$ cat src/rtl/router_pkg.sv
// Shared types and constants for the router packet generator and its payload LFSR.
package router_pkg;

  localparam int LEN_W  = 6;
  localparam int ADDR_W = 2;
  localparam logic [ADDR_W-1:0] ADDR_INVALID = 2'd3;

  // x^8+x^6+x^5+x^4+1 on a left-shifting register: feedback from bits 7,5,4,3.
  localparam logic [7:0] LFSR_TAPS  = 8'hB8;
  localparam logic [7:0] LFSR_RESET = 8'h01;

  typedef enum logic [2:0] {
    ST_IDLE,
    ST_HEADER,
    ST_PAYLOAD,
    ST_PARITY,
    ST_GAP
  } state_t;

  function automatic logic [7:0] lfsr_step(input logic [7:0] s);
    return {s[6:0], ^(s & LFSR_TAPS)};
  endfunction

endpackage

$ cat src/rtl/router_lfsr8.sv
// 8-bit Fibonacci LFSR for payload bytes; a zero seed is replaced by 8'h01 so the
// register never locks up.
module router_lfsr8
  import router_pkg::*;
(
  input  logic       clock,
  input  logic       reset,
  input  logic       load,
  input  logic [7:0] seed,
  input  logic       advance,
  output logic [7:0] value
);

  logic [7:0] lfsr_q;
  logic [7:0] lfsr_d;

  always_comb begin
    lfsr_d = lfsr_q;
    if (load) begin
      lfsr_d = (seed == 8'h00) ? LFSR_RESET : seed;
    end else if (advance) begin
      lfsr_d = lfsr_step(lfsr_q);
    end
  end

  always_ff @(posedge clock) begin
    if (reset) begin
      lfsr_q <= LFSR_RESET;
    end else begin
      lfsr_q <= lfsr_d;
    end
  end

  assign value = lfsr_q;

endmodule

$ cat src/rtl/router_pkt_gen.sv
// Packet generator feeding a router: header {len,addr}, LFSR payload, XOR parity.
// Optional parity error injection is enabled by defining ROUTER_PKT_ERR_INJ_EN.
module router_pkt_gen
  import router_pkg::*;
#(
  parameter int GAP_CYCLES = 2
) (
  input  logic              clock,
  input  logic              reset,
  input  logic              start,
  input  logic [LEN_W-1:0]  len,
  input  logic [ADDR_W-1:0] addr,
  input  logic [7:0]        seed,
  input  logic              corrupt,
  input  logic              busy,
  output logic [7:0]        pkt_data,
  output logic              pkt_valid,
  output logic              gen_busy,
  output logic              done,
  output logic              rej,
  output logic [15:0]       pkt_count
);

  localparam logic [7:0] GAP_LAST = (GAP_CYCLES > 1) ? 8'(GAP_CYCLES - 1) : 8'd0;

  state_t            state_q, state_d;
  logic [7:0]        gap_q, gap_d;
  logic              done_q, done_d;
  logic              rej_q, rej_d;
  logic [15:0]       cnt_q, cnt_d;
  logic [7:0]        hdr_q, hdr_d;
  logic [7:0]        par_q, par_d;
  logic [LEN_W-1:0]  rem_q, rem_d;
  logic              corrupt_q, corrupt_d;
  logic              lfsr_load;
  logic              lfsr_adv;
  logic [7:0]        lfsr_val;
  logic              inj;

  router_lfsr8 u_lfsr (
    .clock   (clock),
    .reset   (reset),
    .load    (lfsr_load),
    .seed    (seed),
    .advance (lfsr_adv),
    .value   (lfsr_val)
  );

  always_comb begin
    state_d   = state_q;
    gap_d     = gap_q;
    done_d    = 1'b0;
    rej_d     = 1'b0;
    cnt_d     = cnt_q;
    hdr_d     = hdr_q;
    par_d     = par_q;
    rem_d     = rem_q;
    corrupt_d = corrupt_q;
    lfsr_load = 1'b0;
    lfsr_adv  = 1'b0;
    unique case (state_q)
      ST_IDLE: begin
        if (start) begin
          if (len == '0 || addr == ADDR_INVALID) begin
            rej_d = 1'b1;
          end else begin
            state_d   = ST_HEADER;
            hdr_d     = {len, addr};
            par_d     = {len, addr};
            rem_d     = len;
            corrupt_d = corrupt;
            lfsr_load = 1'b1;
          end
        end
      end
      ST_HEADER: begin
        if (!busy) state_d = ST_PAYLOAD;
      end
      ST_PAYLOAD: begin
        // The LFSR output is the byte on the wire, so it steps only on acceptance.
        if (!busy) begin
          lfsr_adv = 1'b1;
          par_d    = par_q ^ lfsr_val;
          rem_d    = rem_q - LEN_W'(1);
          if (rem_q == LEN_W'(1)) state_d = ST_PARITY;
        end
      end
      ST_PARITY: begin
        if (!busy) begin
          state_d = ST_GAP;
          done_d  = 1'b1;
          cnt_d   = cnt_q + 16'd1;
          gap_d   = 8'd0;
        end
      end
      ST_GAP: begin
        if (gap_q == GAP_LAST) state_d = ST_IDLE;
        else                   gap_d   = gap_q + 8'd1;
      end
      default: state_d = ST_IDLE;
    endcase
  end

  always_ff @(posedge clock) begin
    if (reset) begin
      state_q <= ST_IDLE;
      gap_q   <= 8'd0;
      done_q  <= 1'b0;
      rej_q   <= 1'b0;
      cnt_q   <= 16'd0;
    end else begin
      state_q <= state_d;
      gap_q   <= gap_d;
      done_q  <= done_d;
      rej_q   <= rej_d;
      cnt_q   <= cnt_d;
    end
  end

  always_ff @(posedge clock) begin
    hdr_q     <= hdr_d;
    par_q     <= par_d;
    rem_q     <= rem_d;
    corrupt_q <= corrupt_d;
  end

`ifdef ROUTER_PKT_ERR_INJ_EN
  assign inj = corrupt_q;
`else
  // The latched flag stays referenced but can never alter the parity byte.
  assign inj = 1'b0 & corrupt_q;
`endif

  always_comb begin
    pkt_data  = 8'h00;
    pkt_valid = 1'b0;
    unique case (state_q)
      ST_HEADER: begin
        pkt_data  = hdr_q;
        pkt_valid = 1'b1;
      end
      ST_PAYLOAD: begin
        pkt_data  = lfsr_val;
        pkt_valid = 1'b1;
      end
      ST_PARITY: pkt_data = par_q ^ {7'b0, inj};
      default: ;
    endcase
  end

  assign gen_busy  = (state_q != ST_IDLE);
  assign done      = done_q;
  assign rej       = rej_q;
  assign pkt_count = cnt_q;

endmodule
$ cat config.mk
export PLATFORM = sky130hd
export DESIGN_NAME = router_pkt_gen
export DESIGN_NICKNAME = d
export VERILOG_FILES = /design/src/rtl/router_pkg.sv /design/src/rtl/router_lfsr8.sv /design/src/rtl/router_pkt_gen.sv
export SDC_FILE = /design/constraint.sdc
export NUM_CORES = 1
export LEC_CHECK = 0
export CORE_MARGIN = 1.5
export CORE_UTILIZATION = 25
export DETAILED_ROUTE_END_ITERATION = 8
export MAX_ROUTING_LAYER = met4
export SYNTH_ARGS = -nofsm -noshare
export SYNTH_HDL_FRONTEND = slang
export SYNTH_SLANG_ARGS = --single-unit
$ cat constraint.sdc
create_clock -name clock -period 2.2 [get_ports clock]
set_input_delay 0.55 -clock clock [delete_from_list [all_inputs] [get_ports clock]]
set_output_delay 0.55 -clock clock [all_outputs]
set_load 0.03 [all_outputs]
-- Word level (Yosys, flattened, before mapping)
Cells that the tools add are included.
- add/sub/neg operators: 3
- $mul: 0
- divide/modulo/power cells: 0
- $lt $le $gt $ge: 0
- equality and inequality tests: 15
- shifts and indexed selects: 0
- mux-type cells: 30
- bitwise operators: 6
- reduce and logical (&&, ||, !) cells: 17
- operator list (operator ; count):
    8-bit 2-to-1 mux ; 8
    8-bit case mux with 2 select lines ; 2
    8-bit case mux with 3 select lines ; 1
    3-bit 2-to-1 mux ; 7
    6-bit 2-to-1 mux ; 3
    16-bit by 1-bit adder with 16-bit output (second input constant) ; 1
    2-bit inequality test (second input constant) ; 8
    3-bit case mux with 5 select lines ; 1
    6-bit case mux with 2 select lines ; 1
    8-bit by 1-bit adder with 8-bit output (second input constant) ; 1
    8-bit by 1-bit == test with 1-bit output (second input constant) ; 1
    8-bit logical NOT ; 1
    8-bit parity ; 1
    8-bit XOR ; 1
    1-bit 2-to-1 mux ; 7
    7-bit AND reduction ; 1
    3-bit by 2-bit == test with 1-bit output (second input constant) ; 2
    6-bit by 1-bit == test with 1-bit output (second input constant) ; 1
    6-bit logical NOT ; 1
    3-bit AND reduction ; 2
    2-bit nonzero test ; 3
    6-bit by 1-bit subtractor with 6-bit output (second input constant) ; 1
    1-bit NOT ; 5
    4-bit AND reduction ; 1
    9 further kinds ; 10
- flip-flop bits (word level): 59
- bits in latches: 0
- memory bits (writable): 0
- memory bits (read-only): 0
- input bits: 21
- output and inout bits: 28
- logic and storage cells: 80
- memories: 0

-- Depth between registers and ports, before layout
Gate-level depths: netlist of run 1.
- word-level depth: 6
- gate-level depth with buffers: 7
- mapped depth without buffers: 7

-- Modules after synthesis
Synthesis of run 1 repeated with hierarchy kept, for this count alone.
- cells, all modules: 297
- area total of the unflattened synthesis: 2941.6 µm²
- by module, submodules not included (module ; instances ; cells an instance ; area each (µm²) ; seq. area each (µm²)):
    router_pkt_gen ; 1 ; 253 ; 2501.1 ; 1241.2
    router_lfsr8 ; 1 ; 44 ; 440.4 ; 160.2

-- Worst setup path after synthesis of run 1
OpenSTA, ideal clock, no wires.
- path kind: reg2out
- start point: register state_q[0]
- end point: output port pkt_data[1]
- data arrival time: 1.490 ns
- required time: 1.650 ns
- setup slack: 0.160 ns
- cell stages (with the launch flop): 6
- path buffers: 2
- cell sequence: dfxtp_1 > buf_2 > buf_1 > mux2_2 > a22oi_1 > nor2_1
- cells in the longest elaborated chain, start to end: 2
- elaborated cells between the ends (all ways): 4
- those cells by class: 3 x eq/ne; 1 x mux
- ends and longest elaborated chain (what ; RTL line ; source):
    from (decl) ; router_pkt_gen.sv:26 ; state_t state_q, state_d;
    from (signal assigned) ; router_pkt_gen.sv:112 ; state_q <= state_d;
    3-bit by 2-bit == test with 1-bit output or 3-bit by 1-bit == test with 1-bit output (tied branches) ; router_pkt_gen.sv:137 ; unique case (state_q)
    8-bit case mux with 3 select lines * ; router_pkt_gen.sv:137 ;
    to (decl) ; router_pkt_gen.sv:16 ; output logic [7:0] pkt_data,
Every way passes the cells marked *; elsewhere a longest branch is shown, timed or not.

-- Worst setup path after layout of run 1
- start point: register state_q[0]
- end point: output port pkt_data[2]
Same word-level chain as after synthesis.

==> qor.yml, run 1 <==
run_status:
  outcome: "completed"
power:
  irDropWorstVdd_v: 0.000628
  leakagePower_nw: 1.48
  p_per_area_nw_per_um2: 1140
  totalPowerFinal_w: 0.00466
worst_setup_path:
  critical_path_arrival_ps: 1590
  start_kind: "flip-flop"
  path_class: "flip-flop to primary output"
  cp_data_required_time_ps: 1650
  worstPathMaxFanout: 11
  crit_path_end_kind: "primary output"
finish:
  post_route_cells_drive_above_1_share: 0.210
  nNetsFinal: 397
  layout.cells.most_common: "nor2_1"
  mostFrequentLayoutCells: "nor2_1 (54), buf_4 (38), clkdlybuf4s50_1 (37)"
  flow.area_growth_from_synthesis_pct: 41.8
  postLayoutCellArea_sq_um: 4080
  num_antenna_cells: 0
synthesis:
  synth-seq-cells: 59
  synth_area_per_cell_sq_um: 9.78
  synth_edf_count: 22
  synth_area_sq_um: 2870
  synthSimpleGateAreaFrac: 0.187
  post_synth_inst_count: 294
  synth_nets: 320
  synth_top_flop_cell: "dfxtp_1"
  synth_fa_ha_area_frac: 0.0218
  largest_family_of_logic_cells_by_synthesized_area: "simple AND/OR/NAND/NOR gates"
  synth_sequential_area_ratio: 0.488
  synth.yosys.warnings: 0
  post_synth_xor_area_fraction: 0.0975
  synth_compound_area_frac: 0.129
  ys_async_sr_fraction: 0
  count_of_different_cell_masters_after_synthesis: 42
  yosys-mux-area-fraction: 0.0492
clocking:
  cts_max_path_buffers: 2
  cts.root.buffer_cell: "clkbuf_16"
  cts_buffers: 9
  tritoncts_clock_tree: "yes"
  clock_latency_ps: 320
  clkTransAtPathRegs_ps: 50
  hold_buffers: 0
  htreeDepth: 3
  clock_sink_count: 59
floorplan:
  core.rowCount: 38
  initial_utilization: 0.261
  fp.dieW_microns: 110
  fp.dieArea_sq_um: 12100
  placeable_core_area_sq_um: 11000
  pin_count: 49
  die_height_microns: 110
detailed_routing:
  firstDrtPassIters: 5
  wirelength_mm: 7.10
  antenna_violating_nets_post_route: 0
  route.detailed.vias_per_inst: 4.76
  wl_per_cell_microns: 13.8
  via_count: 2458
  drc_errors: 0
  dr.first_iter.drc_count: 150
sta:
  timing.fmax_mhz: 468
  hold_violations: 0
  finalCritPeriodShare: 0.971
  worst-slew-pin-transition_ps: 569
  postLayoutSetupSlackWorst_ps: 64.1
  worst_clock_skew_ps: 5.10
  setup_violations_final: 0
  finalCriticalPeriod_ps: 2140
  slew_headroom: 0.615
  fin_setup_tns_ps: 0
  rsz_0062_raised_after_global_routing: "no"
  timing.final.max_slew_violations: 0
placement:
  postPlaceCellArea_sq_um: 3700
  port_buffers: 47
  dpl.hpwl_mm: 5.09
  detailedPlace.worstSlack_ps: -54.2
  place_congestion: 0.833
global_routing:
  antenna_found_initial: 0
  grt_first_pass_wirelength_mm: 11.6
  grt.overflow.total: 0
  track_usage: 0.128
  maximum_number_of_pins_on_one_net_before_global_route_repair: 18
  grt_pass1_vias: 2301
run:
  maxCapViolations: 0
worst_hold_path:
  hold_path.class: "flip-flop to flip-flop"
[cell families after synthesis]
kind of cell / Yosys count
flip-flops: 59
XOR/XNOR: 32
AND/OR/NAND/NOR: 111
buffers and inverters: 20
AO/OA/AOI/OAI: 54
adder cells (fa/ha/maj): 5
multiplexers: 13
[final timing paths]
check | startpoint | end | slack [ps] | depth (start not counted)
worst min-delay path | gap_q[1] | gap_q[1] | 490 | 2
worst max register to register | gap_q[0] | state_q[1] | 170 | 6
worst min register to register | gap_q[1] | gap_q[1] | 490 | 2
worst max-delay path | state_q[0] | pkt_data[2] | 60 | 5
[where the power goes]
group | leakage [nW] | switching, W | internal (W) | total [W]
Combinational | 0.837 | 0.000888 | 0.000794 | 0.00168
Clock | 0.137 | 0.000498 | 0.000904 | 0.00140
Sequential | 0.508 | 0.000178 | 0.00140 | 0.00158
Total | 1.48 | 0.00156 | 0.00310 | 0.00466
[cell usage after synthesis, drive strengths merged, types with 3 or more instances]
master	number	area, sq um
nor2	54	203
dfxtp	37	741
a21oi	25	136
edfxtp	22	661
xnor2	21	184
nand2	11	41.3
xor2	11	96.3
nand3	10	50.1
clkbuf	9	33.8
mux2	9	101
a22oi	8	60.1
nor3	8	45.0
o21ai	8	40.0
inv	7	26.3
or3	7	43.8
a222oi	6	60.1
ha	5	62.6
nand4	5	31.3
buf	4	18.8
mux2i	4	40.0
nor2b	3	18.8
[registers in the layout, summed over array words and instances (netlist names)]
name and cells:
rej 1, done 1, par_q 8, hdr_q 8, state_q 3, u_lfsr.value 8, pkt_count 16, gap_q 8
rem_q 6
[metal layers]
layer / vias up / wire [microns] / global-route usage / share of wire
li1: 1208 / - / - / -
met5: - / 0 / - / 0
met3: 8 / 372 / 0.0329 / 0.052
met2: 62 / 3390 / 0.203 / 0.48
met1: 1180 / 3290 / 0.160 / 0.46
met4: 0 / 51 / 0.0403 / 0.0072
[cell type report]
type                    count  area, sq um
fillers                  1117         6960
well taps                 140          175
inverters                   7         26.3
multi-input cells         215         1430
clock buffers              10          239
flip-flops and latches     59         1410
repair buffers             79          736
clock inverters             6         65.1
[what timing repair did]
action,CTS,global route
resized for setup,5,8
cloned,0,0
pin swaps,0,0
setup buffers,1,1
setup endpoints to repair,8,9
[metrics by stage]
| stage | hold slack, ps | cells | utilization |
|---|---|---|---|
| after floorplan | 462 | 294 | - |
| after global placement | 472 | 498 | 0.336 |
| after detailed placement | 491 | 498 | 0.336 |
| after CTS | 500 | 515 | 0.365 |
| after global routing | 537 | 516 | 0.369 |
| final | 494 | 516 | 0.369 |
[worst max-delay path, cell delays in order (launching register included)]
cell and delay (ps):
dfxtp_4 390, buf_12 140, mux2_2 340, a22oi_1 150, nor2_1 60, buf_4 180
No activity file was read; power rests on OpenSTA's default activity.
==> inputs of run 2 (changes only) <==
SKIP_CTS_REPAIR_TIMING = 1   (was unset)
SKIP_LAST_GASP = 1   (was unset)
==> run 2 against run 1 <==
Net effect: final cell count is 0.19% lower; register-to-register slack hardly changed; die area stayed put; fmax hardly changed; critical path type unchanged.
==> qor.yml, run 2 (synthesis results as in run 1) <==
global_routing:
  antenna_found_initial: 0  # unchanged
  track_usage: 0.128  # -0.000256
  maximum_number_of_pins_on_one_net_before_global_route_repair: 18  # unchanged
  grt_pass1_vias: 2292  # -0.39%
  grt.overflow.total: 0  # unchanged
  grt_first_pass_wirelength_mm: 11.6  # -0.24%
sta:
  worst-slew-pin-transition_ps: 571  # +2.10 ps
  finalCriticalPeriod_ps: 2140  # +0.480 ps
  hold_violations: 0  # unchanged
  slew_headroom: 0.614  # -0.00142
  finalCritPeriodShare: 0.971  # about the same
  worst_clock_skew_ps: 5.74  # +0.648 ps
  fin_setup_tns_ps: 0  # unchanged
  rsz_0062_raised_after_global_routing: "yes"
  timing.fmax_mhz: 468  # about the same
  timing.final.max_slew_violations: 0  # unchanged
  setup_violations_final: 0  # unchanged
worst_setup_path:
  timing.rr.start: "gap_q[0]"
  ff2ff_path_depth: 6  # unchanged
  start_kind: "flip-flop"
  rr_endpoint: "state_q[1]"
  worstPathMaxFanout: 13  # +2
  launch_point_of_the_critical_path: "state_q[0]"
  reg2reg_setup_slack_ps: 170  # about the same
  crit_path_end_kind: "primary output"
  critical_path.endpoint: "pkt_data[2]"
  cp_data_required_time_ps: 1650  # about the same
  critical_path_arrival_ps: 1590  # about the same
  path_class: "flip-flop to primary output"
finish:
  num_antenna_cells: 0  # unchanged
  largest_register_ff_count: 16  # unchanged
  post_route_cells_drive_above_1_share: 0.208  # -0.00211
  nNetsFinal: 396  # -0.25%
  layout.cells.most_common: "nor2_1"
  flow.area_growth_from_synthesis_pct: 41.5
  mostFrequentLayoutCells: "nor2_1 (54), clkdlybuf4s50_1 (37), buf_4 (37)"
  finalCoreUtilization: 0.369  # -0.000681
power:
  power.sequential.fraction: 0.339  # about the same
  irDropWorstVdd_v: 0.000616  # -2.0%
  totalPowerFinal_w: 0.00465  # -0.40%
  p_int_w: 0.00309  # -0.27%
  p_clk_frac: 0.302  # about the same
  leakagePower_nw: 1.48  # -0.35%
  total_switching_power_w: 0.00155  # -0.66%
  p_per_area_nw_per_um2: 1140  # -0.22%
  switching_share_of_power: 0.334  # -0.000868
  p_comb_frac: 0.359  # -0.002
clocking:
  clkTransAtPathRegs_ps: 50  # about the same
  clock_latency_ps: 320  # about the same
  cts_buffers: 9  # unchanged
  cts_max_path_buffers: 2  # unchanged
  tritoncts_clock_tree: "yes"
  clock_sink_count: 59  # unchanged
  htreeDepth: 3  # unchanged
  cts.root.buffer_cell: "clkbuf_16"
floorplan:
  fp.dieArea_sq_um: 12100  # unchanged
  placeable_core_area_sq_um: 11000  # unchanged
  pin_count: 49  # unchanged
  fp.dieW_microns: 110  # unchanged
  core.rowCount: 38  # unchanged
  initial_utilization: 0.261  # unchanged
  die_height_microns: 110  # unchanged
run_status:
  outcome: "completed"
detailed_routing:
  wirelength_mm: 7.00  # -1.3%
  drc_errors: 0  # unchanged
  antenna_violating_nets_post_route: 0  # unchanged
  dr.first_iter.drc_count: 135  # -10%
  via_count: 2432  # -1.1%
  wl_per_cell_microns: 13.6  # -1.1%
  route.detailed.vias_per_inst: 4.72  # -0.87%
  firstDrtPassIters: 4  # -1
run:
  maxCapViolations: 0  # unchanged
placement:
  place_congestion: 0.833  # unchanged
  dpl.hpwl_mm: 5.09  # unchanged
  port_buffers: 47  # unchanged
worst_hold_path:
  hold_path.class: "flip-flop to flip-flop"
==> run 2: cell count changes in the layout (fill, tap and decap cells not counted), sizes merged <==
cell  before  now
buf       42   41
==> run 2: power groups by stage <==
stage                     clock (W)  combinational [W]  sequential [W]
after floorplan                   0            0.00102         0.00154
after global placement            0            0.00159         0.00157
after detailed placement          0            0.00159         0.00158
after CTS                   0.00144            0.00160         0.00156
after global routing        0.00148            0.00183         0.00161
final                       0.00140            0.00167         0.00158
==> run 2: layer usage <==
metal / GRT usage / part of all wire / vias to the layer above / routed length (microns)
li1: - / - / 1206 / -
met1: 0.160 / 0.47 / 1153 / 3280
met2: 0.202 / 0.48 / 63 / 3330
met3: 0.0329 / 0.046 / 10 / 319
met4: 0.0403 / 0.010 / 0 / 72
met5: - / 0 / - / 0
==> run 2: per-stage QoR <==
step           cell area (sq um)  hold WS, ps  setup slack [ps]  cells
2_1_floorplan               2870          462               160    294
3_3_place_gp                3700          472             -52.4    498
3_5_place_dp                3700          491             -54.2    498
4_1_cts                     4010          500              -227    514
5_1_grt                     4070          537             -2.58    515
6_report                    4070          493              63.6    515
==> run 2: area by class of cell <==
cell class | instances | area, sq um
clock buffer | 10 | 239
clock inverter | 6 | 65.1
fill | 1121 | 6960
inverter | 7 | 26.3
multi-input combinational | 215 | 1430
sequential | 59 | 1410
tap | 140 | 175
timing repair buffer | 78 | 728
==> run 2: worst min-delay path by stage <==
| stage | slack (ps) | cells after the start | startpoint | to |
|---|---|---|---|---|
| finish | 490 | 2 | gap_q[1] | gap_q[1] |
| global route | 540 | 2 | gap_q[1] | gap_q[1] |
| CTS | 500 | 2 | gap_q[1] | gap_q[1] |
| detailed placement | 490 | 2 | gap_q[1] | gap_q[1] |
| global placement | 470 | 2 | gap_q[1] | gap_q[1] |
| floorplan | 460 | 2 | gap_q[1] | gap_q[1] |
==> run 2: critical path, stage by stage, from the launching register on <==
cell and delay, ps:
dfxtp_4 380, buf_12 150, mux2_2 340, a22oi_1 150, nor2_1 60, buf_4 170
